===== src/rtl/sopc_timer.sv =====
// Memory-mapped timer: CTRL/COUNT/COMPARE/STATUS behind a zero-latency bus window,
// with a prescaled up counter, compare match and a sticky interrupt flag.
module sopc_timer #(
  parameter logic [31:0] BASE_ADDR = 32'h1000_0000,
  parameter int unsigned PRESCALE  = 1
) (
  input  logic        clk,
  input  logic        rst,
  input  logic        ce,
  input  logic        we,
  input  logic [31:0] addr,
  input  logic [3:0]  sel,
  input  logic [31:0] data_i,
  output logic [31:0] data_o,
  output logic        timer_int_o
);

  localparam logic [31:0] PRESC_MAX = 32'(PRESCALE - 32'd1);

  function automatic logic [31:0] merge_bytes(input logic [31:0] old_v,
                                              input logic [31:0] new_v,
                                              input logic [3:0]  be);
    logic [31:0] merged;
    for (int i = 0; i < 4; i++) begin
      merged[8*i +: 8] = be[i] ? new_v[8*i +: 8] : old_v[8*i +: 8];
    end
    return merged;
  endfunction

  logic [2:0]  ctrl_r;
  logic [31:0] count_r;
  logic [31:0] compare_r;
  logic        pend_r;
  logic [31:0] presc_r;

  logic        hit_s;
  logic        wr_s;
  logic        rd_s;
  logic        wr_ctrl_s;
  logic        wr_count_s;
  logic        wr_compare_s;
  logic        wr_status_s;
  logic [2:0]  ctrl_wdata_s;
  logic        en_nxt_s;
  logic        presc_run_s;
  logic        tick_s;
  logic        match_s;
  logic        w1c_s;
  logic        addr_unused_s;

  assign hit_s         = ce & (addr[31:4] == BASE_ADDR[31:4]);
  assign wr_s          = hit_s & we;
  assign rd_s          = hit_s & ~we;
  assign wr_ctrl_s     = wr_s & (addr[3:2] == 2'd0);
  assign wr_count_s    = wr_s & (addr[3:2] == 2'd1);
  assign wr_compare_s  = wr_s & (addr[3:2] == 2'd2);
  assign wr_status_s   = wr_s & (addr[3:2] == 2'd3);
  assign addr_unused_s = &{1'b0, addr[1:0]};

  // CTRL only has bits in lane 0, so only sel[0] can change it.
  assign ctrl_wdata_s = sel[0] ? data_i[2:0] : ctrl_r;
  assign en_nxt_s     = wr_ctrl_s ? ctrl_wdata_s[0] : ctrl_r[0];

  // A write that clears EN suppresses the tick in that same cycle.
  assign presc_run_s = ctrl_r[0] & en_nxt_s;
  assign tick_s      = presc_run_s & (presc_r == PRESC_MAX);
  assign match_s     = tick_s & (count_r == compare_r);
  assign w1c_s       = wr_status_s & sel[0] & data_i[0];

  assign timer_int_o = pend_r & ctrl_r[2];

  // Register state: reset, bus writes, prescaler, counter and sticky match flag.
  always_ff @(posedge clk) begin
    if (!rst) begin
      ctrl_r    <= 3'd0;
      count_r   <= 32'd0;
      compare_r <= 32'hFFFF_FFFF;
      pend_r    <= 1'b0;
      presc_r   <= 32'd0;
    end else begin
      if (wr_ctrl_s) begin
        ctrl_r <= ctrl_wdata_s;
      end

      if (!presc_run_s || tick_s) begin
        presc_r <= 32'd0;
      end else begin
        presc_r <= presc_r + 32'd1;
      end

      // A bus write owns the counter for that cycle; unwritten lanes keep their value.
      if (wr_count_s) begin
        count_r <= merge_bytes(count_r, data_i, sel);
      end else if (match_s && ctrl_r[1]) begin
        count_r <= 32'd0;
      end else if (tick_s) begin
        count_r <= count_r + 32'd1;
      end

      if (wr_compare_s) begin
        compare_r <= merge_bytes(compare_r, data_i, sel);
      end

      if (match_s) begin
        pend_r <= 1'b1;
      end else if (w1c_s) begin
        pend_r <= 1'b0;
      end
    end
  end

  // Zero-latency read mux; returns 0 whenever the access does not hit as a read.
  always_comb begin
    data_o = 32'd0;
    if (rd_s) begin
      case (addr[3:2])
        2'd0:    data_o = {29'd0, ctrl_r};
        2'd1:    data_o = count_r;
        2'd2:    data_o = compare_r;
        2'd3:    data_o = {31'd0, pend_r};
        default: data_o = 32'd0;
      endcase
    end else begin
      data_o = 32'd0;
    end
  end

endmodule


===== config.mk =====
export PLATFORM = sky130hd
export DESIGN_NAME = sopc_timer
export DESIGN_NICKNAME = d
export VERILOG_FILES = /design/src/rtl/sopc_timer.sv
export SDC_FILE = /design/constraint.sdc
export NUM_CORES = 1
export LEC_CHECK = 0
export ABC_AREA = 1
export BUFFER_PORTS_ARGS = -buffer_cell sky130_fd_sc_hd__clkbuf_2
export CORE_MARGIN = 3
export CORE_UTILIZATION = 39
export DETAILED_ROUTE_END_ITERATION = 8
export HOLD_SLACK_MARGIN = 0.1
export PLACE_DENSITY = 0.55
export SETUP_SLACK_MARGIN = 0.15
export SLEW_MARGIN = 15
export SYNTH_ARGS = -nofsm -noshare
export SYNTH_HDL_FRONTEND = slang
export SYNTH_SLANG_ARGS = --single-unit

===== constraint.sdc =====
create_clock -name clk -period 3.8 [get_ports clk]
set_input_delay 0.76 -clock clk [delete_from_list [all_inputs] [get_ports clk]]
set_output_delay 0.76 -clock clk [all_outputs]
set_load 0.01 [all_outputs]

==> run_summary.xml <==
<?xml version="1.0" encoding="UTF-8"?>
<metrics>
  <group name="synth">
    <metric name="synth_enable_flop_cells" unit="">0</metric>
    <metric name="largest_area_contributor_in_the_netlist" unit="">sky130_fd_sc_hd__dfxtp_1</metric>
    <metric name="synth_async_sr_flop_share" unit="%">0</metric>
    <metric name="synth_common_cells" unit="">sky130_fd_sc_hd__nand2_1, sky130_fd_sc_hd__nor2_1, sky130_fd_sc_hd__inv_1, sky130_fd_sc_hd__nand3_1, sky130_fd_sc_hd__dfxtp_1</metric>
    <metric name="synth_flop_cell" unit="">sky130_fd_sc_hd__dfxtp_1</metric>
    <metric name="synth_seq_cells" unit="">100</metric>
    <metric name="postSynthNetCount" unit="">1291</metric>
    <metric name="syn_area_per_cell" unit="µm²">5.82</metric>
    <metric name="yosys_warnings" unit="">0</metric>
    <metric name="post_synth_instance_area" unit="µm²">7070</metric>
    <metric name="synth-seq-area-share" unit="%">28.3</metric>
    <metric name="synth.area.top_cells" unit="">sky130_fd_sc_hd__dfxtp_1, sky130_fd_sc_hd__nand2_1, sky130_fd_sc_hd__nand3_1, sky130_fd_sc_hd__nor2_1, sky130_fd_sc_hd__inv_1</metric>
    <metric name="synth_top_cell_area_share" unit="%">28.3</metric>
    <metric name="post_synth_inst_count" unit="">1216</metric>
    <metric name="yosys.cell_count.top_type" unit="">sky130_fd_sc_hd__nand2_1</metric>
    <metric name="yosys.cell_types.count" unit="">43</metric>
  </group>
  <group name="finish">
    <metric name="ff_latch_area" unit="µm²">2000</metric>
    <metric name="post_route_cells_drive_above_1_share" unit="%">12.8</metric>
    <metric name="multi_input_area" unit="µm²">4350</metric>
    <metric name="final_net_count" unit="">1368</metric>
    <metric name="num_antenna_cells" unit="">0</metric>
    <metric name="layout-area-overhead-vs-synth" unit="%">14.1</metric>
    <metric name="n_fill_cell" unit="">1984</metric>
    <metric name="stdcell_area" unit="µm²">8070</metric>
  </group>
  <group name="global_route">
    <metric name="first_global_vias" unit="">6700</metric>
    <metric name="antenna_violations_before_repair" unit="">0</metric>
    <metric name="grt_start_max_net_pins" unit="">48</metric>
    <metric name="global_route.usage.total" unit="%">21.7</metric>
    <metric name="grt_pass1_wl" unit="µm">35000</metric>
    <metric name="grt_overflow" unit="">0</metric>
  </group>
  <group name="worst_setup_path">
    <metric name="end_kind" unit="">output pin</metric>
    <metric name="timing.critical_path.required" unit="ps">3040</metric>
    <metric name="startpoint_type" unit="">input port</metric>
    <metric name="worst_r2r_startpoint" unit="">presc_r[0]</metric>
    <metric name="r2r_cells" unit="">12</metric>
    <metric name="crit_arrival" unit="ps">2470</metric>
    <metric name="criticalPathCategory" unit="">in2out</metric>
    <metric name="worst_setup_path_startpoint" unit="">addr[5]</metric>
    <metric name="reg2reg_to" unit="">count_r[29]</metric>
    <metric name="cp_max_fo" unit="">20</metric>
    <metric name="r2r_setup_slack" unit="ps">1180</metric>
  </group>
  <group name="routing">
    <metric name="route.vias.total" unit="">7577</metric>
    <metric name="detail_route.iter0.violations" unit="">373</metric>
    <metric name="detail_route.first_pass.iterations" unit="">6</metric>
    <metric name="viasPerCell" unit="">4.98</metric>
    <metric name="detail_route.wirelength" unit="µm">21600</metric>
    <metric name="drtAntennaViolNets" unit="">0</metric>
    <metric name="wl_per_cell" unit="µm">14.2</metric>
    <metric name="drt_drc_violations_left" unit="">0</metric>
  </group>
  <group name="sta">
    <metric name="maxClockFrequency" unit="GHz">0.310</metric>
    <metric name="grt_setup_unrepaired" unit="">false</metric>
    <metric name="maxSlewViolCount" unit="">0</metric>
    <metric name="min_period" unit="ps">3230</metric>
    <metric name="final_period_util" unit="%">85.0</metric>
    <metric name="timing.final.ws_setup" unit="ps">570</metric>
    <metric name="finClkSkew" unit="ps">7.87</metric>
    <metric name="fin_tns_setup" unit="ps">0</metric>
    <metric name="hold_vio_cnt_final" unit="">0</metric>
    <metric name="max_slew.worst_pin.slew" unit="ps">774</metric>
    <metric name="setup-violations-final" unit="">0</metric>
    <metric name="slew-limit-headroom" unit="%">48.3</metric>
  </group>
  <group name="placement">
    <metric name="dpl.hpwl" unit="µm">16100</metric>
    <metric name="numPortBuffers" unit="">102</metric>
    <metric name="placedInstanceArea" unit="µm²">7740</metric>
    <metric name="routabilityCongestion" unit="">0.879</metric>
    <metric name="dp_worst_setup_slack" unit="ps">584</metric>
  </group>
  <group name="clock_tree">
    <metric name="clk_pin_slew" unit="ps">70</metric>
    <metric name="cts_sinks" unit="">100</metric>
    <metric name="clk_path_buf_depth" unit="">2</metric>
    <metric name="root_buffer_selected_by_cts" unit="">sky130_fd_sc_hd__clkbuf_16</metric>
    <metric name="cts.repair_timing.setup_buffer_count" unit="">0</metric>
    <metric name="cts-buffers-inserted" unit="">9</metric>
    <metric name="cts_hold_buf" unit="">0</metric>
    <metric name="htree_levels" unit="">3</metric>
    <metric name="clock_latency" unit="ps">360</metric>
    <metric name="cts_resized" unit="">0</metric>
    <metric name="tritoncts_clock_tree" unit="">done</metric>
  </group>
  <group name="power">
    <metric name="power_density" unit="nW/µm²">273</metric>
    <metric name="ir_worst_vdd" unit="V">0.000210</metric>
    <metric name="total_power" unit="mW">2.21</metric>
    <metric name="p_leak" unit="nW">3.71</metric>
  </group>
  <group name="min_path">
    <metric name="hold_path_class" unit="">reg2reg</metric>
    <metric name="min_path_cells" unit="">1</metric>
    <metric name="worst_hold_startpoint" unit="">presc_r[0]</metric>
    <metric name="holdPathEnd" unit="">presc_r[0]</metric>
  </group>
  <group name="job">
    <metric name="timing.max_cap.violations" unit="">0</metric>
  </group>
  <group name="floorplanning">
    <metric name="floorplan.initialDensity" unit="%">40.3</metric>
    <metric name="core-area" unit="µm²">17500</metric>
    <metric name="dieWidth" unit="µm">141</metric>
    <metric name="ioPinCount" unit="">105</metric>
    <metric name="die_y" unit="µm">141</metric>
    <metric name="floorplan.rows" unit="">48</metric>
    <metric name="die_area" unit="µm²">19800</metric>
  </group>
  <group name="status">
    <metric name="run_status" unit="">finished, final reports clean</metric>
  </group>
</metrics>
-- metrics by stage --
step	std cells	hold WS (ps)	util [%]
2_1_floorplan	1216	417	-
3_3_place_gp	1507	432	44.2
3_5_place_dp	1507	449	44.2
6_report	1523	459	46.0
4_1_cts	1523	467	46.0
5_1_grt	1523	501	46.0
-- worst max-delay path, stage by stage --
cell and delay, ps:
sky130_fd_sc_hd__clkbuf_2 90, sky130_fd_sc_hd__nor2_2 180, sky130_fd_sc_hd__inv_2 40, sky130_fd_sc_hd__nor2_1 90, sky130_fd_sc_hd__nand2_1 90, sky130_fd_sc_hd__nor2_4 160, sky130_fd_sc_hd__nand2_1 340, sky130_fd_sc_hd__buf_4 370
sky130_fd_sc_hd__a21oi_1 190, sky130_fd_sc_hd__clkbuf_2 160
-- registers in the layout, summed over array words and instances, names as in the netlist --
name,cells
compare_r,32
count_r,32
presc_r,32
ctrl_r,3
pend_r,1
-- per-layer routing --
layer	share of wire, %	global-route usage, %
met1	50	31.5
met2	44	34.4
met3	4.8	3.05
met4	1.0	4.59
met5	0	0
-- power by group --
| group | switching [mW] | leakage (nW) | internal, mW |
|---|---|---|---|
| logic | 0.0766 | 2.75 | 0.0396 |
| clock network | 0.445 | 0.152 | 0.599 |
| registers | 0.000000000434 | 0.806 | 1.05 |
| total | 0.521 | 3.71 | 1.69 |
-- logic make-up after synthesis --
group | synth area share [%]
buffers and inverters | 10.3
DFF | 28.3
adders and majority gates | 0.531
and+or+nand+nor | 49.3
xor gates and xnor gates | 3.96
AOI/OAI and AO/OA | 7.57
-- worst max path at each step --
stage / endpoint / depth (start not counted)
CTS: data_o[29] / 10
floorplan: data_o[22] / 8
detailed placement: data_o[29] / 10
global route: data_o[18] / 10
global placement: data_o[29] / 10
finish: data_o[29] / 10
-- final cells by class --
cell class	instances	area share (%)
well taps	225	3.49
flip-flops and latches	100	24.8
multi-input cells	932	53.9
repair buffers	114	7.44
inverters	136	6.33
clock inverters	5	1.04
clock buffers	11	3.01
-- cells in the final DEF (no fill, tap or decap), types with 3 or more instances in the layout --
master                      instances
sky130_fd_sc_hd__nand2_1          407
sky130_fd_sc_hd__nor2_1           163
sky130_fd_sc_hd__nand3_1          127
sky130_fd_sc_hd__inv_1            127
sky130_fd_sc_hd__clkbuf_2         102
sky130_fd_sc_hd__dfxtp_1          100
sky130_fd_sc_hd__a21oi_1           70
sky130_fd_sc_hd__xor2_1            29
sky130_fd_sc_hd__nand4_1           24
sky130_fd_sc_hd__nor3_1            23
sky130_fd_sc_hd__o21ai_0           14
sky130_fd_sc_hd__nor4_1            12
sky130_fd_sc_hd__buf_4             12
sky130_fd_sc_hd__inv_2              9
sky130_fd_sc_hd__clkbuf_16          9
sky130_fd_sc_hd__nor2_2             8
sky130_fd_sc_hd__a31oi_1            7
sky130_fd_sc_hd__nand3b_1           4
sky130_fd_sc_hd__xnor2_1            3
sky130_fd_sc_hd__o211ai_1           3
sky130_fd_sc_hd__nor3b_1            3
sky130_fd_sc_hd__nor2_4             3
sky130_fd_sc_hd__nor3_2             3
sky130_fd_sc_hd__ha_1               3
Note: power is estimated with default switching activity, not from simulation.
